## src/rtl/clk_ratio_monitor.sv

```systemverilog
// ---------------------------------------------------------------------------
// clk_ratio_monitor
//
// Purpose:
//   Oversamples a slower clock (mon_in) with the faster sampling clock (clk)
//   and measures the width of each high and low phase in clk cycles. Every
//   completed period (rise to rise) is compared against the expected high and
//   low widths. Bad periods and stuck inputs (no edge for TIMEOUT cycles)
//   are counted, and locked is raised after LOCK_CNT consecutive good
//   periods.
//
// Ports:
//   clk          sampling clock
//   rst          asynchronous active-high reset
//   mon_in       monitored clock, asynchronous to clk
//   enable       monitoring enable; low holds the FSM in IDLE
//   clear_err    synchronous clear of err_count and stuck
//   high_width   last measured high-phase width (clk cycles)
//   low_width    last measured low-phase width (clk cycles)
//   width_valid  one-cycle pulse when a full period completes
//   err_pulse    one-cycle pulse on a bad period or a timeout
//   err_count    saturating count of error events
//   locked       LOCK_CNT consecutive good periods seen
//   stuck        sticky flag, set on timeout
// ---------------------------------------------------------------------------
module clk_ratio_monitor #(
  parameter int CNT_W    = 8,
  parameter int EXP_HIGH = 4,
  parameter int EXP_LOW  = 4,
  parameter int TOL      = 0,
  parameter int LOCK_CNT = 4,
  parameter int TIMEOUT  = 64,
  parameter int ERR_W    = 16
) (
  input  logic             clk,
  input  logic             rst,
  input  logic             mon_in,
  input  logic             enable,
  input  logic             clear_err,
  output logic [CNT_W-1:0] high_width,
  output logic [CNT_W-1:0] low_width,
  output logic             width_valid,
  output logic             err_pulse,
  output logic [ERR_W-1:0] err_count,
  output logic             locked,
  output logic             stuck
);

  // Good-period counter only needs to reach LOCK_CNT.
  localparam int GOOD_W = (LOCK_CNT < 2) ? 1 : $clog2(LOCK_CNT + 1);

  localparam logic [CNT_W-1:0]  EXP_HIGH_C = CNT_W'(EXP_HIGH);
  localparam logic [CNT_W-1:0]  EXP_LOW_C  = CNT_W'(EXP_LOW);
  localparam logic [CNT_W-1:0]  TOL_C      = CNT_W'(TOL);
  localparam logic [CNT_W-1:0]  TIMEOUT_C  = CNT_W'(TIMEOUT);
  localparam logic [CNT_W-1:0]  CNT_ONE    = CNT_W'(1);
  localparam logic [GOOD_W-1:0] LOCK_C     = GOOD_W'(LOCK_CNT);

  typedef enum logic [1:0] {
    IDLE      = 2'd0,
    ACQUIRE   = 2'd1,
    MEAS_HIGH = 2'd2,
    MEAS_LOW  = 2'd3
  } state_t;

  // Synchronizer and edge history
  logic s1_q, s1_d;
  logic s2_q, s2_d;
  logic s3_q, s3_d;

  // Measurement state
  state_t           state_q, state_d;
  logic [CNT_W-1:0] cnt_q, cnt_d;
  logic [CNT_W-1:0] high_width_q, high_width_d;
  logic [CNT_W-1:0] low_width_q, low_width_d;

  // Status
  logic              width_valid_q, width_valid_d;
  logic              err_pulse_q, err_pulse_d;
  logic [ERR_W-1:0]  err_count_q, err_count_d;
  logic              locked_q, locked_d;
  logic              stuck_q, stuck_d;
  logic [GOOD_W-1:0] good_q, good_d;

  // Derived events
  logic             rise;
  logic             fall;
  logic             in_meas;
  logic             timeout_hit;
  logic             period_done;
  logic             period_good;
  logic             err_event;
  logic [CNT_W-1:0] cnt_inc;
  logic [ERR_W-1:0] err_base;

  // Absolute difference of two unsigned values, computed without wrap.
  function automatic logic [CNT_W-1:0] abs_diff(input logic [CNT_W-1:0] a,
                                               input logic [CNT_W-1:0] b);
    return (a >= b) ? (a - b) : (b - a);
  endfunction

  // Two-flop synchronizer followed by one history flop for edge detection.
  // The same fixed latency applies to rising and falling edges, so the
  // measured widths are not biased by it.
  always_comb begin
    s1_d = mon_in;
    s2_d = s1_q;
    s3_d = s2_q;
  end

  assign rise    = s2_q & ~s3_q;
  assign fall    = ~s2_q & s3_q;
  assign in_meas = (state_q == MEAS_HIGH) || (state_q == MEAS_LOW);
  assign cnt_inc = (cnt_q == '1) ? cnt_q : cnt_q + CNT_ONE;

  // A timeout pre-empts any edge seen in the same cycle. A completed
  // period is the rise that ends a low phase; at that moment cnt_q holds
  // the low width and high_width_q the high width of the same period.
  assign timeout_hit = enable && in_meas && (cnt_q == TIMEOUT_C);
  assign period_done = enable && (state_q == MEAS_LOW) && !timeout_hit && rise;
  assign period_good = (abs_diff(high_width_q, EXP_HIGH_C) <= TOL_C) &&
                       (abs_diff(cnt_q, EXP_LOW_C) <= TOL_C);
  assign err_event   = timeout_hit || (period_done && !period_good);

  // Next-state logic of the measurement FSM. Dropping enable wins over
  // everything; a timeout sends the FSM back to wait for a fresh rise.
  // The phase counter starts at 1 on the edge cycle, so at the next edge
  // it holds exactly the number of cycles the phase lasted.
  always_comb begin
    state_d      = state_q;
    cnt_d        = cnt_q;
    high_width_d = high_width_q;
    low_width_d  = low_width_q;

    if (!enable) begin
      state_d = IDLE;
      cnt_d   = '0;
    end else if (timeout_hit) begin
      state_d = ACQUIRE;
      cnt_d   = '0;
    end else begin
      case (state_q)
        IDLE: begin
          state_d = ACQUIRE;
          cnt_d   = '0;
        end
        ACQUIRE: begin
          if (rise) begin
            state_d = MEAS_HIGH;
            cnt_d   = CNT_ONE;
          end
        end
        MEAS_HIGH: begin
          if (fall) begin
            high_width_d = cnt_q;
            cnt_d        = CNT_ONE;
            state_d      = MEAS_LOW;
          end else begin
            cnt_d = cnt_inc;
          end
        end
        MEAS_LOW: begin
          if (rise) begin
            low_width_d = cnt_q;
            cnt_d       = CNT_ONE;
            state_d     = MEAS_HIGH;
          end else begin
            cnt_d = cnt_inc;
          end
        end
        default: begin
          state_d = IDLE;
          cnt_d   = '0;
        end
      endcase
    end
  end

  // Error and lock bookkeeping. clear_err is applied first so an error in
  // the same cycle still counts as one and can set stuck again.
  always_comb begin
    width_valid_d = period_done;
    err_pulse_d   = err_event;

    err_base    = clear_err ? '0 : err_count_q;
    err_count_d = err_base;
    if (err_event && (err_base != '1)) begin
      err_count_d = err_base + ERR_W'(1);
    end

    if (timeout_hit) begin
      stuck_d = 1'b1;
    end else if (clear_err) begin
      stuck_d = 1'b0;
    end else begin
      stuck_d = stuck_q;
    end

    good_d   = good_q;
    locked_d = locked_q;
    if (!enable || err_event) begin
      good_d   = '0;
      locked_d = 1'b0;
    end else if (period_done) begin
      if (good_q != LOCK_C) begin
        good_d = good_q + GOOD_W'(1);
      end
      locked_d = (good_d == LOCK_C);
    end
  end

  // All state registers share the asynchronous reset.
  always_ff @(posedge clk or posedge rst) begin
    if (rst) begin
      s1_q          <= 1'b0;
      s2_q          <= 1'b0;
      s3_q          <= 1'b0;
      state_q       <= IDLE;
      cnt_q         <= '0;
      high_width_q  <= '0;
      low_width_q   <= '0;
      width_valid_q <= 1'b0;
      err_pulse_q   <= 1'b0;
      err_count_q   <= '0;
      locked_q      <= 1'b0;
      stuck_q       <= 1'b0;
      good_q        <= '0;
    end else begin
      s1_q          <= s1_d;
      s2_q          <= s2_d;
      s3_q          <= s3_d;
      state_q       <= state_d;
      cnt_q         <= cnt_d;
      high_width_q  <= high_width_d;
      low_width_q   <= low_width_d;
      width_valid_q <= width_valid_d;
      err_pulse_q   <= err_pulse_d;
      err_count_q   <= err_count_d;
      locked_q      <= locked_d;
      stuck_q       <= stuck_d;
      good_q        <= good_d;
    end
  end

  assign high_width  = high_width_q;
  assign low_width   = low_width_q;
  assign width_valid = width_valid_q;
  assign err_pulse   = err_pulse_q;
  assign err_count   = err_count_q;
  assign locked      = locked_q;
  assign stuck       = stuck_q;

endmodule

```

## config.mk

```make
export PLATFORM = sky130hd
export DESIGN_NAME = clk_ratio_monitor
export DESIGN_NICKNAME = d
export VERILOG_FILES = /design/src/rtl/clk_ratio_monitor.sv
export SDC_FILE = /design/constraint.sdc
export NUM_CORES = 1
export LEC_CHECK = 0
export ABC_CLOCK_PERIOD_IN_PS = 6800
export BUFFER_PORTS_ARGS = -buffer_cell sky130_fd_sc_hd__buf_4
export CORE_ASPECT_RATIO = 0.75
export CORE_MARGIN = 3
export CORE_UTILIZATION = 43
export CTS_CLUSTER_SIZE = 10
export DETAILED_ROUTE_END_ITERATION = 12
export MAX_ROUTING_LAYER = met4
export PLACE_DENSITY_LB_ADDON = 0.25
export SETUP_SLACK_MARGIN = 0.02
export SLEW_MARGIN = 0
export SYNTH_ARGS = -nofsm -noshare
export SYNTH_HDL_FRONTEND = slang
export SYNTH_SLANG_ARGS = --single-unit
```

## constraint.sdc

```tcl
create_clock -name clk -period 6.8 [get_ports clk]
set_input_delay 1.36 -clock clk [delete_from_list [all_inputs] [get_ports clk]]
set_output_delay 1.36 -clock clk [all_outputs]
set_load 0.05 [all_outputs]
```

==> results of run 1 <==
worst reg2reg max path: stages, from the launching register on:
cell and delay [ns]:
dfrtp_1 0.49, inv_1 0.18, ha_1 0.24, nor2b_1 0.15
and4_1 0.28, nor3_2 0.85, nand2b_1 0.27, o31ai_4 0.12
nor2_4 0.22, and4_4 0.26, mux2_4 0.29
worst min path at each step:
stage | end | slack, ns | start
global placement | s2_q | 0.34 | s1_q
floorplan | s2_q | 0.33 | s1_q
global route | s2_q | 0.37 | s1_q
detailed placement | s2_q | 0.33 | s1_q
CTS | s2_q | 0.36 | s1_q
finish | s2_q | 0.35 | s1_q
state kept, by name (all words and copies together) (netlist names):
| signal | flops |
|---|---|
| stuck | 1 |
| locked | 1 |
| cnt_q | 8 |
| err_count | 16 |
| s2_q | 1 |
| good_q | 3 |
| s1_q | 1 |
| high_width | 8 |
| low_width | 8 |
| err_pulse | 1 |
| state_q | 2 |
| s3_q | 1 |
| width_valid | 1 |
report_power, final:
part | total [W] | internal, W | switching (W)
Combinational | 0.0000500 | 0.0000181 | 0.0000319
Clock | 0.000183 | 0.0000830 | 0.000100
Sequential | 0.000324 | 0.000316 | 0.00000852
Total | 0.000558 | 0.000417 | 0.000141
layout by cell type, fill, tap and decap left out, drive strengths merged, types with 4 or more instances in the layout:
master,synthesis,final
o31ai,7,7
and2,4,4
nor4,4,4
nand2b,6,6
xnor2,7,7
nand2,28,28
and4,5,5
dfrtp,52,52
clkbuf,10,7
o21ai,21,21
ha,13,13
buf,0,41
and3,7,7
a31oi,5,5
nor2,22,22
nand4,4,4
mux2,13,13
nand3,11,11
inv,21,21
a21oi,18,18
nor3,13,13
nor2b,13,13
or4,5,5
final cells by class:
type,count,area (um^2)
clock buffers,7,86.3
clock inverters,1,7.51
fillers,647,3320
inverters,21,78.8
multi-input cells,248,1680
flip-flops and latches,52,1300
well taps,98,123
repair buffers,41,308
cells by family (layout without fill, tap and decap cells):
| group | Yosys count | count (layout) | share of synthesized area, % |
|---|---|---|---|
| compound gates | 75 | 75 | 16.2 |
| xor+xnor | 10 | 10 | 2.84 |
| fa+ha+maj | 13 | 13 | 5.27 |
| buf+inv | 31 | 70 | 3.77 |
| flops | 52 | 52 | 42.1 |
| mux | 14 | 14 | 5.31 |
| simple gates | 136 | 136 | 24.5 |
metal layers:
layer / global-route usage (%) / up-vias / routed length (um)
li1: - / 1273 / -
met1: 27.9 / 1201 / 3750
met2: 21.9 / 57 / 2620
met3: 3.64 / 4 / 370
met4: 4.25 / 0 / 46
met5: - / - / 0
through the flow:
step / utilization [%] / cells / setup slack [ns] / hold WS (ns)
after floorplan: - / 331 / 3.41 / 0.331
after global placement: 50.6 / 460 / 3.26 / 0.338
after detailed placement: 50.6 / 460 / 3.17 / 0.335
after CTS: 51.9 / 468 / 3.32 / 0.357
after global routing: 51.9 / 468 / 3.06 / 0.372
final: 51.9 / 468 / 3.33 / 0.354
==> flow_metrics.py, run 1 <==
metrics = {
    "outcome": {
        "status": "finished, final reports clean",
    },
    "place": {
        "place_congestion": 0.915,
        "dp_hpwl_um": 5020,
        "io_buffers": 40,
        "placed_cell_area_um2": 3490,
    },
    "routing": {
        "wl_per_cell_um": 14.5,
        "num_vias": 2535,
        "final_antenna_net_count": 0,
        "first_pass_iters": 4,
        "wl_um": 6790,
        "viasPerCell": 5.42,
        "drt_iter0_drc": 141,
        "drc": 0,
    },
    "setup_path": {
        "worstPathMaxFanout": 13,
        "critPathTopFamily": "simple AND/OR/NAND/NOR gates",
        "arrival_ns": 3.65,
        "r2r_start": "cnt_q[2]",
        "cp_slowest_cell": "nor3_2",
        "crit_required_ns": 6.99,
        "crit_start": "cnt_q[2]",
        "worst_r2r_endpoint": "err_count[8]",
        "crit_type": "register to register",
        "worst-path-buf-inv": 1,
        "reg2reg_depth": 10,
        "critPathMaxStageDelay_ns": 0.85,
        "crit_path_end": "err_count[8]",
        "path_depth": 10,
        "cp-start-kind": "register",
        "cp-end-kind": "register",
        "r2r_slack_ns": 3.33,
        "path_cells": "inv_1, ha_1, nor2b_1, and4_1, nor3_2, nand2b_1, o31ai_4, nor2_4, and4_4, mux2_4",
    },
    "yosys": {
        "synth_area_um2": 3090,
        "synth_top_area_cell": "dfrtp_1",
        "ys_async_sr_fraction_pct": 100,
        "synthFlopType": "dfrtp_1",
        "avgSynthCellArea_um2": 9.33,
        "syn_nets": 349,
        "synth_edf_count": 0,
        "yosys_register_bits": 52,
        "yosys-top-cells-area": "dfrtp_1, ha_1, mux2_2, nand2_1, o21ai_0",
        "ys_seq_area_share_pct": 42.1,
        "synth_top_area_share_pct": 42.1,
        "synthTopCellsByCount": "dfrtp_1, nand2_1, inv_1, nor2_1, o21ai_0",
        "synth.most_common_cell": "dfrtp_1",
        "ys_types": 54,
        "syn_inst": 331,
        "ys_warn_count": 0,
    },
    "min_path": {
        "hp-class": "register to register",
        "hold_depth": 0,
    },
    "timing": {
        "setup_viol": 0,
        "period_share_pct": 51.0,
        "fmax_ghz": 0.288,
        "slew_headroom_pct": 31.7,
        "worstMarginPinSlew_ns": 1.02,
        "period_needed_ns": 3.47,
        "clock_skew_ns": 0.00733,
        "drv_slew": 0,
        "final-hold-violation-count": 0,
        "fin_setup_tns_ns": 0,
        "rsz0062_at_grt": "no",
    },
    "global_routing": {
        "track_usage_pct": 17.5,
        "overflow": 0,
        "first_global_vias": 2288,
        "antenna_found_initial": 0,
        "grt_max_degree": 53,
        "grt_pass1_wl_um": 11400,
    },
    "clocking": {
        "ctsResizeCount": 0,
        "clk_pin_slew_worst_paths_ns": 0.09,
        "htree_levels": 2,
        "cts_tree": "built",
        "cts_hold_buf": 0,
        "clockRootBuffer": "clkbuf_8",
        "postCtsSetupRepairBufs": 0,
        "insertion_delay_ns": 0.30,
        "cts.sinks": 52,
        "clock_path_buffers": 2,
        "cts_buffers": 5,
    },
    "power": {
        "p_total_w": 0.000558,
        "leakage_nw": 1.61,
        "peakVddDrop_v": 0.0000886,
        "power.density_nw_per_um2": 156,
    },
    "finish": {
        "drive_gt1_share_pct": 20.0,
        "fin_area_um2": 3580,
        "syn2layout_area_growth_pct": 15.9,
        "num-nets-final": 387,
        "n_antenna_cell": 0,
    },
    "die": {
        "die_height_um": 79.4,
        "rows": 26,
        "start_util_pct": 44.8,
        "core_area_um2": 6900,
        "io_pins": 41,
        "die-width_um": 104,
        "dieArea_um2": 8250,
    },
    "flow_run": {
        "maxCapViolCount": 0,
    },
}
(Power assumes the default switching activity.)
==> run 2, diff against run 1 <==
ABC_CLOCK_PERIOD_IN_PS = 3400   (was 6800)
clock period = 3.4 ns   (was 6.8 ns; I/O delays follow)
==> run 2 against run 1 <==
Against the previous run:
- clock skew shrank 0.0011 ns
- clock-buffer cell count shrank 2
- hold slack gained 0.0011 ns
- sequential power grew 100%
- clock power grew 94%
- setup slack lost 3.0 ns
- register-to-register slack lost 3.0 ns
- design area grew 1.5%
- via count grew 2.4%
- sequential share of layout area shrank 0.55 points
==> flow_metrics.py, run 2 (same netlist as run 1, synthesis figures left out) <==
metrics = {
    "finish": {
        "syn2layout_area_growth_pct": 17.7,
        "num-nets-final": 395,
        "drive_gt1_share_pct": 22.0,
        "n_antenna_cell": 0,
        "largest_reg_flops": 16,
        "nFillCells": 645,
        "layout_common_cells": "dfrtp_1, buf_4, nand2_1",
        "mostFrequentLayoutCell": "dfrtp_1",
    },
    "timing": {
        "clock_skew_ns": 0.00627,
        "fin_setup_tns_ns": 0,
        "period_needed_ns": 3.06,
        "final-hold-violation-count": 0,
        "period_share_pct": 90.0,
        "setup_viol": 0,
        "worstMarginPinSlew_ns": 0.740,
        "drv_slew": 0,
        "rsz0062_at_grt": "no",
        "fmax_ghz": 0.327,
        "slew_headroom_pct": 50.3,
        "setup_ws_ns": 0.340,
    },
    "power": {
        "p_clk_share_pct": 32.1,
        "p_total_w": 0.00111,
        "p_sw_share_pct": 26.5,
        "pwr-share-seq_pct": 58.6,
        "peakVddDrop_v": 0.000187,
        "combPwrFrac_pct": 9.4,
        "intPower_w": 0.000814,
        "netSwitchingPower_w": 0.000293,
        "power.density_nw_per_um2": 304,
        "leakage_nw": 1.65,
    },
    "clocking": {
        "clockRootBuffer": "clkbuf_8",
        "ctsResizeCount": 0,
        "insertion_delay_ns": 0.31,
        "htree_levels": 2,
        "cts_buffers": 5,
        "clk_pin_slew_worst_paths_ns": 0.10,
        "postCtsSetupRepairBufs": 0,
        "cts_tree": "built",
        "clock_path_buffers": 2,
        "cts_hold_buf": 0,
        "cts.sinks": 52,
    },
    "global_routing": {
        "grt_pass1_wl_um": 12200,
        "first_global_vias": 2445,
        "grt_max_degree": 29,
        "overflow": 0,
        "antenna_found_initial": 0,
        "track_usage_pct": 18.7,
    },
    "setup_path": {
        "cp-end-kind": "register",
        "r2r_start": "high_width[3]",
        "path_cells": "inv_1, ha_1, nor3b_1, o31ai_1, a2111oi_1, nor2_1, nand4b_2, a21boi_2, or4_1, a21oi_1",
        "worstPathMaxFanout": 9,
        "cp_slowest_cell": "or4_1",
        "crit_type": "register to register",
        "cp-start-kind": "register",
        "critPathMaxStageDelay_ns": 0.53,
        "worst_r2r_endpoint": "err_count[3]",
        "r2r_slack_ns": 0.34,
        "crit_required_ns": 3.64,
        "arrival_ns": 3.30,
        "reg2reg_depth": 10,
    },
    "die": {
        "rows": 26,
        "dieArea_um2": 8250,
        "io_pins": 41,
        "die-width_um": 104,
        "core_area_um2": 6900,
        "start_util_pct": 44.8,
        "die_height_um": 79.4,
    },
    "place": {
        "place_congestion": 0.933,
        "dp_slack_ns": 0.301,
        "io_buffers": 40,
        "dp_hpwl_um": 5450,
    },
    "min_path": {
        "hold_path_end": "s2_q",
        "hold_depth": 0,
        "hp-start": "s1_q",
        "hp-class": "register to register",
    },
    "outcome": {
        "status": "finished, final reports clean",
    },
    "routing": {
        "wl_um": 7190,
        "num_vias": 2595,
        "viasPerCell": 5.45,
        "drc": 0,
        "first_pass_iters": 4,
        "drt_iter0_drc": 177,
        "wl_per_cell_um": 15.1,
        "final_antenna_net_count": 0,
    },
    "flow_run": {
        "maxCapViolCount": 0,
    },
}
[run 2: cell types whose count changed in the layout (fill, tap and decap cells not counted), sizes merged]
cell	delta
buf	+8
clkinv	+3
clkbuf	-2
clkinvlp	-1
[run 2: stage by stage]
stage	hold WS, ns	cell area [um^2]	cells	util, %
finish	0.355	3640	476	52.7
global route	0.381	3640	476	52.7
CTS	0.360	3630	476	52.7
detailed placement	0.336	3550	468	51.4
global placement	0.332	3550	468	51.4
floorplan	0.331	3090	331	-
[run 2: worst max-delay path, delay by kind of cell (launching register included)]
family / cells / cell delay, ns
fa+ha+maj: 1 / 0.17
simple gates: 4 / 1.29
compound gates: 4 / 0.96
buf+inv: 1 / 0.16
flops: 1 / 0.44
[run 2: power by group through the flow]
stage	Combinational [W]	Sequential (W)	Clock, W
finish	0.000104	0.000648	0.000355
global route	0.000118	0.000652	0.000401
CTS	0.000105	0.000648	0.000371
detailed placement	0.000104	0.000661	0
global placement	0.000103	0.000660	0
floorplan	0.0000681	0.000664	0
[run 2: worst max-delay path by stage]
stage	startpoint	cells after the start	slack, ns	end
floorplan	high_width[3]	10	0.20	err_count[10]
global placement	high_width[3]	10	0.33	err_count[13]
detailed placement	high_width[3]	10	0.30	err_count[13]
CTS	high_width[3]	10	0.27	err_count[3]
global route	high_width[3]	10	0.07	err_count[13]
finish	high_width[3]	10	0.34	err_count[3]
[run 2: routing by layer]
layer	vias to the layer above	track usage (%)	wire length [um]
met4	0	4.38	56
met2	72	25.7	2920
met5	-	-	0
li1	1286	-	-
met3	5	3.48	362
met1	1232	28.5	3850
[run 2: final cells by class]
| class | count | area [um^2] | area share [%] |
|---|---|---|---|
| timing repair buffer | 49 | 368 | 10.1 |
| inverter | 21 | 78.8 | 2.17 |
| sequential | 52 | 1300 | 35.8 |
| clock buffer | 5 | 68.8 | 1.89 |
| tap | 98 | 123 | 3.37 |
| multi-input combinational | 248 | 1680 | 46.1 |
| clock inverter | 3 | 18.8 | 0.516 |
